**src/rtl/usart_arb_pkg.sv**
```systemverilog
// Shared types and constants for the USART transmit arbiter and its round-robin picker.
package usart_arb_pkg;

    typedef enum logic [1:0] {
        IDLE    = 2'd0,
        XFER    = 2'd1,
        RELEASE = 2'd2
    } arb_state_e;

    localparam int unsigned DEFAULT_MAX_BURST    = 16;
    localparam int unsigned DEFAULT_IDLE_TIMEOUT = 32;

    // Width of a requester index; never narrower than one bit.
    function automatic int unsigned grant_w(input int unsigned n);
        return (n > 32'd1) ? 32'($clog2(n)) : 32'd1;
    endfunction

endpackage

```
**src/rtl/usart_rr_picker.sv**
```systemverilog
// Round-robin picker: first asserted request scanning ptr+1, ptr+2, ... modulo N.
module usart_rr_picker
    import usart_arb_pkg::*;
#(
    parameter  int unsigned N  = 4,
    localparam int unsigned IW = grant_w(N)
) (
    input  logic [N-1:0]  req_i,
    input  logic [IW-1:0] rr_ptr_i,
    output logic          found_o,
    output logic [IW-1:0] index_o
);

    logic [IW-1:0] cand [N];

    always_comb begin
        for (int unsigned k = 0; k < N; k++) begin
            cand[k] = IW'((32'(rr_ptr_i) + k + 32'd1) % N);
        end
    end

    always_comb begin
        found_o = 1'b0;
        index_o = '0;
        for (int unsigned k = 0; k < N; k++) begin
            if (!found_o && req_i[cand[k]]) begin
                found_o = 1'b1;
                index_o = cand[k];
            end
        end
    end

endmodule

```
**src/rtl/usart_tx_arbiter.sv**
```systemverilog
// Round-robin arbiter sharing one USART transmitter between NUM_REQ frame sources,
// with forced release on burst-length overrun or a stalled granted requester.
module usart_tx_arbiter
    import usart_arb_pkg::*;
#(
    parameter  int unsigned NUM_REQ      = 4,
    parameter  int unsigned DATA_LENGTH  = 8,
    parameter  int unsigned MAX_BURST    = DEFAULT_MAX_BURST,
    parameter  int unsigned IDLE_TIMEOUT = DEFAULT_IDLE_TIMEOUT,
    localparam int unsigned GW           = grant_w(NUM_REQ)
) (
    input  logic                           clk,
    input  logic                           rst,
    input  logic [NUM_REQ-1:0]             req_valid,
    input  logic [NUM_REQ*DATA_LENGTH-1:0] req_data,
    input  logic [NUM_REQ-1:0]             req_last,
    output logic [NUM_REQ-1:0]             req_ready,
    output logic                           tx_valid,
    output logic [DATA_LENGTH-1:0]         tx_data,
    input  logic                           tx_ready,
    output logic [GW-1:0]                  grant_id,
    output logic                           busy,
    output logic                           burst_overrun,
    output logic                           idle_timeout
);

    localparam int unsigned WCW = $clog2(MAX_BURST + 1);
    localparam int unsigned ICW = $clog2(IDLE_TIMEOUT + 1);

    arb_state_e       state_q, state_d;
    logic [GW-1:0]    rr_ptr_q, rr_ptr_d;
    logic [GW-1:0]    grant_q, grant_d;
    logic [WCW-1:0]   word_cnt_q, word_cnt_d;
    logic [ICW-1:0]   idle_cnt_q, idle_cnt_d;
    logic             busy_q, overrun_q, timeout_q;

    logic             pick_found;
    logic [GW-1:0]    pick_idx;
    logic             sel_valid, sel_last;
    logic [DATA_LENGTH-1:0] sel_data;
    logic             in_xfer, xfer_hs, burst_hit, idle_hit, frame_done;

    usart_rr_picker #(.N(NUM_REQ)) u_picker (
        .req_i    (req_valid),
        .rr_ptr_i (rr_ptr_q),
        .found_o  (pick_found),
        .index_o  (pick_idx)
    );

    // Granted requester's lane.
    always_comb begin
        sel_valid = 1'b0;
        sel_last  = 1'b0;
        sel_data  = '0;
        for (int unsigned i = 0; i < NUM_REQ; i++) begin
            if (GW'(i) == grant_q) begin
                sel_valid = req_valid[i];
                sel_last  = req_last[i];
                sel_data  = req_data[i*DATA_LENGTH +: DATA_LENGTH];
            end
        end
    end

    assign in_xfer    = (state_q == XFER);
    assign xfer_hs    = in_xfer && sel_valid && tx_ready;
    assign frame_done = xfer_hs && sel_last;
    // A last word landing on the burst limit is a normal completion.
    assign burst_hit  = xfer_hs && !sel_last && (word_cnt_q == WCW'(MAX_BURST - 1));
    assign idle_hit   = in_xfer && !sel_valid && (idle_cnt_q == ICW'(IDLE_TIMEOUT - 1));

    always_ff @(posedge clk) begin
        if (rst) state_q <= IDLE;
        else     state_q <= state_d;
    end

    always_comb begin
        state_d = state_q;
        unique case (state_q)
            IDLE:    if (pick_found) state_d = XFER;
            XFER:    if (frame_done || burst_hit || idle_hit) state_d = RELEASE;
            RELEASE: state_d = IDLE;
            default: state_d = IDLE;
        endcase
    end

    always_comb begin
        tx_valid  = 1'b0;
        tx_data   = '0;
        req_ready = '0;
        if (in_xfer) begin
            tx_valid = sel_valid;
            tx_data  = sel_data;
            for (int unsigned i = 0; i < NUM_REQ; i++) begin
                if (GW'(i) == grant_q) req_ready[i] = tx_ready;
            end
        end
    end

    // Grant, pointer and counter bookkeeping.
    always_comb begin
        rr_ptr_d   = rr_ptr_q;
        grant_d    = grant_q;
        word_cnt_d = word_cnt_q;
        idle_cnt_d = idle_cnt_q;
        if (state_q == IDLE && pick_found) begin
            grant_d    = pick_idx;
            word_cnt_d = '0;
            idle_cnt_d = '0;
        end
        if (in_xfer) begin
            if (xfer_hs)        word_cnt_d = word_cnt_q + WCW'(1);
            if (sel_valid)      idle_cnt_d = '0;
            else if (!idle_hit) idle_cnt_d = idle_cnt_q + ICW'(1);
        end
        if (state_q == RELEASE) rr_ptr_d = grant_q;
    end

    always_ff @(posedge clk) begin
        if (rst) begin
            rr_ptr_q   <= GW'(NUM_REQ - 1);
            grant_q    <= '0;
            word_cnt_q <= '0;
            idle_cnt_q <= '0;
            busy_q     <= 1'b0;
            overrun_q  <= 1'b0;
            timeout_q  <= 1'b0;
        end else begin
            rr_ptr_q   <= rr_ptr_d;
            grant_q    <= grant_d;
            word_cnt_q <= word_cnt_d;
            idle_cnt_q <= idle_cnt_d;
            busy_q     <= (state_d == XFER);
            overrun_q  <= burst_hit;
            timeout_q  <= idle_hit;
        end
    end

    assign grant_id      = grant_q;
    assign busy          = busy_q;
    assign burst_overrun = overrun_q;
    assign idle_timeout  = timeout_q;

endmodule

```
**config.mk**
```make
export PLATFORM = sky130hd
export DESIGN_NAME = usart_tx_arbiter
export DESIGN_NICKNAME = d
export VERILOG_FILES = /design/src/rtl/usart_arb_pkg.sv /design/src/rtl/usart_rr_picker.sv /design/src/rtl/usart_tx_arbiter.sv
export SDC_FILE = /design/constraint.sdc
export NUM_CORES = 1
export LEC_CHECK = 0
export CORE_UTILIZATION = 41
export DETAILED_ROUTE_END_ITERATION = 8
export PLACE_DENSITY = 0.87
export SETUP_SLACK_MARGIN = 0.05
export SLEW_MARGIN = 0
export SYNTH_ARGS = -nofsm -noshare
export SYNTH_HDL_FRONTEND = slang
export SYNTH_HIERARCHICAL = 1
export SYNTH_SLANG_ARGS = --single-unit
```
**constraint.sdc**
```tcl
create_clock -name clk -period 1.99 [get_ports clk]
set_clock_uncertainty 0.1 [all_clocks]
set_input_delay 0.398 -clock clk [delete_from_list [all_inputs] [get_ports clk]]
set_output_delay 0.398 -clock clk [all_outputs]
set_load 0.005 [all_outputs]
```
Word level (Yosys, flattened, before mapping) --
Index checks and enable logic that the tools add are counted.
Word-level totals: register bits 20, output and inout bits 18, word-level logic and storage cells 93, input bits 43
Operators by class: eq/ne operators 8, muxes and demuxes 45, add/sub/neg operators 8, order comparisons 4, reduce and logical (&&, ||, !) cells 20
Operators by type and width (number):
- $mux 8 | 5
- $mux 6 | 4
- $mux 1 | 21
- $mux 5 | 3
- $lt 2x3->1 const B | 4
- $mux 2 | 6
- $logic_and 1x1->1 | 11
- $add 2x1->2 const B | 4
- $bmux 1 s2 | 4
- $add 6x1->6 const B | 1
- $eq 6x5->1 const B | 1
- $add 5x1->5 const B | 1
- $eq 5x4->1 const B | 1
- $logic_not 1->1 | 5
- $add 2x2->2 const B | 2
- $eq 2x1->1 const B | 2
- $eq 2x2->1 const A | 2
- $logic_not 2->1 | 2
- $mux 4 | 1
- $pmux 2 s2 | 1
- $eq 1x2->1 const A | 1
- $eq 2x2->1 const B | 1
- $logic_or 1x1->1 | 2

Longest topological paths before layout --
word-level depth 18, gate-level depth with buffers 6, depth with buffers taken out 6

By module --
Netlist, hierarchy kept.
Modules (own cells, without submodules):
- usart_tx_arbiter | cells each 135, sequential area each 400.4 µm², instances 1, area an instance 1257.5 µm²
- usart_rr_picker | cells each 14, sequential area each 0.0 µm², instances 1, area an instance 91.3 µm²

Least setup slack after synthesis --
OpenSTA, ideal clock, no wires.
path type register to output, start point reg grant_q[0], in the netlist grant_id[0], end point out tx_data[2], path buffers 2, path slack 0.109 ns, required time 1.492 ns, stages on the path, launching flop included 5, arrival time 1.383 ns, cells stage by stage dfxtp_1 -> buf_6 -> buf_2 -> mux4_2 -> and2_1
Between the ends: longest elaborated chain between the ends 6, elaborated cells between the ends (all ways) 9, classes of those cells 3 x eq/ne; 5 x mux; 1 x reduce/logical
Ends and longest elaborated chain:
- start: declaration | line usart_tx_arbiter.sv:32 | logic [GW-1:0] grant_q, grant_d;
- start signal: assignment | line usart_tx_arbiter.sv:129 | grant_q <= grant_d;
- $logic_not 2->1 | line usart_tx_arbiter.sv:56 | if (GW'(i) == grant_q) begin
- $mux 8 (3 in series) | line usart_tx_arbiter.sv:56
- $mux 8 * | line usart_tx_arbiter.sv:56
- $mux 8 * | line usart_tx_arbiter.sv:90 | if (in_xfer) begin
- end: declaration | line usart_tx_arbiter.sv:19 | output logic [DATA_LENGTH-1:0] tx_data,
Mark *: on every way between the ends. The rest lies on a longest branch, timed or not.

Worst setup path after layout --
start point reg grant_q[0], in the netlist grant_id[0], end point out tx_valid
Between the ends: longest elaborated chain between the ends 6, elaborated cells between the ends (all ways) 9, classes of those cells 3 x eq/ne; 5 x mux; 1 x reduce/logical
Ends and longest elaborated chain:
- $logic_not 2->1 | line usart_tx_arbiter.sv:56
- $mux 1 (3 in series) | line usart_tx_arbiter.sv:56
- $mux 1 * | line usart_tx_arbiter.sv:56
- $mux 1 * | line usart_tx_arbiter.sv:90
- end: declaration | line usart_tx_arbiter.sv:18 | output logic tx_valid,
Marked as above.

==> flow_summary.json <==
{
  "layoutNonFillerInstCount": 283,
  "critical_path_class": "reg2out",
  "drt_iter0_drc": 54,
  "track_usage": 0.285,
  "intPower_mw": 0.885,
  "p_leak_nw": 0.946,
  "ff2ff_path_depth": 9,
  "dp_slack_ns": -0.472,
  "grt_pass1_wl_um": 7330,
  "antenna_found_initial": 0,
  "syn-num-nets": 195,
  "setup_viol": 23,
  "synth_most_common_cell": "dfxtp_1",
  "port_buffers": 60,
  "min_to": "word_cnt_q[4]",
  "grt_max_degree": 17,
  "synth_edf_count": 0,
  "dp_hpwl_um": 3330,
  "route.detailed.drc": 0,
  "cp_data_required_time_ns": 1.49,
  "slew_viol_final": 0,
  "r2r_start": "grant_id[0]",
  "rsz0062_at_grt": "true",
  "dieWidth_um": 59.4,
  "clock_path_buffers": 2,
  "cts_hold_buf": 0,
  "start_util": 0.438,
  "rrSetupSlack_ns": -0.18,
  "firstDrtPassIters": 4,
  "syn_area_per_cell_um2": 9.05,
  "grt_overflow": 0,
  "synthTopCellsByCount": "20 x dfxtp_1, 14 x nand2_1, 10 x mux4_2, 10 x nor2_1",
  "synth_top_cells_by_area": "dfxtp_1 30%, mux4_2 17%, and2_1 4.2%",
  "clock.fmax_ghz": 0.454,
  "clock_power_share": 0.282,
  "synth_area_mm2": 0.00135,
  "synth-warning-count": 6,
  "wl_per_cell_um": 18.3,
  "cts_tree": "yes",
  "cts_max_level": 1,
  "combPwrFrac": 0.367,
  "worstMarginPinSlew_ns": 0.349,
  "power_density_mw_per_mm2": 497,
  "seq_power_share": 0.352,
  "fin_crit_sh": 1.11,
  "arrival_ns": 1.71,
  "fin_ws_ns": -0.213,
  "ioPinCount": 61,
  "cts_sinks": 20,
  "clock_latency_ns": 0.32,
  "drv_cap": 0,
  "yosysTopAreaCellShare": 0.297,
  "vdd_drop_max_mv": 0.489,
  "outcome": "finished with violations",
  "die_y_um": 59.4,
  "clock-root-buffer": "clkbuf_4",
  "period_needed_ns": 2.20,
  "fin_area_mm2": 0.00240,
  "async_flop_share": 0,
  "cp-end-kind": "output port",
  "area_delta_synth_final_pct": 78.3,
  "wirelength_um": 5170,
  "grt_pass1_vias": 1541,
  "cts_inserted_buffers": 3,
  "synthCells": 149,
  "ys_seq_area_frac": 0.297,
  "row_count": 20,
  "p_sw_mw": 0.310,
  "synth_cell_types": 41,
  "synthFlopType": "dfxtp_1",
  "clkTransAtPathRegs_ns": 0.13,
  "vias": 1624,
  "timing.rr.end": "idle_cnt_q[0]",
  "cp-start-kind": "flip-flop",
  "nets": 286,
  "place_area_mm2": 0.00218,
  "ys_seq_elements": 20,
  "diodes": 0,
  "min_from": "word_cnt_q[4]",
  "switching_share": 0.259,
  "yosysTopAreaCell": "dfxtp_1",
  "min_path_type": "reg2reg",
  "core_area_mm2": 0.00308,
  "via_per_inst": 5.74,
  "setup_tns_ns": -2.82,
  "worstPathMaxFanout": 2,
  "layout-drive-gt1-share": 0.347,
  "placed_cells": 270,
  "hold_violations": 0,
  "die-area_mm2": 0.00352,
  "violations": "setup timing",
  "ant_nets": 0,
  "gp_congestion": 0.742,
  "max-slew-margin-rel": 0.767,
  "holdPathStages": 2,
  "holdWs_ns": 0.386
}
==> critical path: stages, from the launching register on <==
cell and delay, ns:
dfxtp_4 0.39, buf_6 0.10, buf_6 0.08, mux4_2 0.54, and2_4 0.17, buf_6 0.11
==> flip-flops by register name, indices dropped and copies added, names as in the netlist <==
signal and count:
rr_ptr_q 2, word_cnt_q 5, burst_overrun 1, idle_timeout 1
state_q 2, busy 1, idle_cnt_q 6, grant_id 2
==> stage by stage <==
stage,power (mW),utilization
CTS,1.17,0.771
finish,1.19,0.781
global route,1.24,0.781
detailed placement,0.788,0.709
floorplan,0.565,-
global placement,0.776,0.709
==> power groups by stage <==
stage | clock (mW) | sequential (mW) | combinational, mW
2_1_floorplan | 0 | 0.428 | 0.136
3_3_place_gp | 0 | 0.429 | 0.348
3_5_place_dp | 0 | 0.429 | 0.359
4_1_cts | 0.340 | 0.419 | 0.412
5_1_grt | 0.358 | 0.421 | 0.462
6_report | 0.337 | 0.420 | 0.438
==> layer usage <==
metal  routed length, µm  part of all wire  up-vias  track usage
met5                   0                 0        -            0
met4                 185             0.036        0        0.146
met3                 424             0.082       19       0.0677
met2                2640              0.51       85        0.530
met1                1920              0.37      783        0.293
li1                    -                 -      737            -
==> how the worst max path moves through the flow <==
stage | start | to | cells past startpoint
floorplan | grant_id[0] | tx_data[2] | 4
global placement | req_valid[3] | tx_valid | 4
detailed placement | req_valid[3] | tx_valid | 4
CTS | grant_id[0] | tx_valid | 5
global route | grant_id[0] | idle_cnt_q[0] | 9
finish | grant_id[0] | tx_valid | 5
==> cells in the final DEF (no fill, tap or decap), types with 4 or more instances in the layout <==
master / count
nand3_1: 8
a31oi_1: 5
and2_4: 8
inv_1: 4
buf_6: 14
nand2_1: 14
clkdlybuf4s50_1: 46
dfxtp_1: 18
nand2b_1: 7
mux4_2: 10
nor2_1: 10
a21oi_1: 8
buf_12: 4
buf_4: 22
==> logic make-up after synthesis <==
| logic type | share of synthesized area |
|---|---|
| AOI/OAI and AO/OA | 0.142 |
| buffers and inverters | 0.0343 |
| DFF | 0.297 |
| and+or+nand+nor | 0.311 |
| adders and majority gates | 0.0278 |
| muxes | 0.182 |
| xor gates and xnor gates | 0.00649 |
==> area by class of cell <==
type                       instances  area, µm²
multi-input combinational        119        976
timing repair buffer              92        901
fill                             182        673
sequential                        20        405
tap                               44       55.1
clock inverter                     1       30.0
clock buffer                       3       22.5
inverter                           4       15.0
==> what timing repair did <==
action	CTS	global route
setup endpoints to repair	19	29
pin swaps	12	9
gates resized for setup	76	12
buffers inserted	9	1
Note: power is estimated with default switching activity, not from simulation.
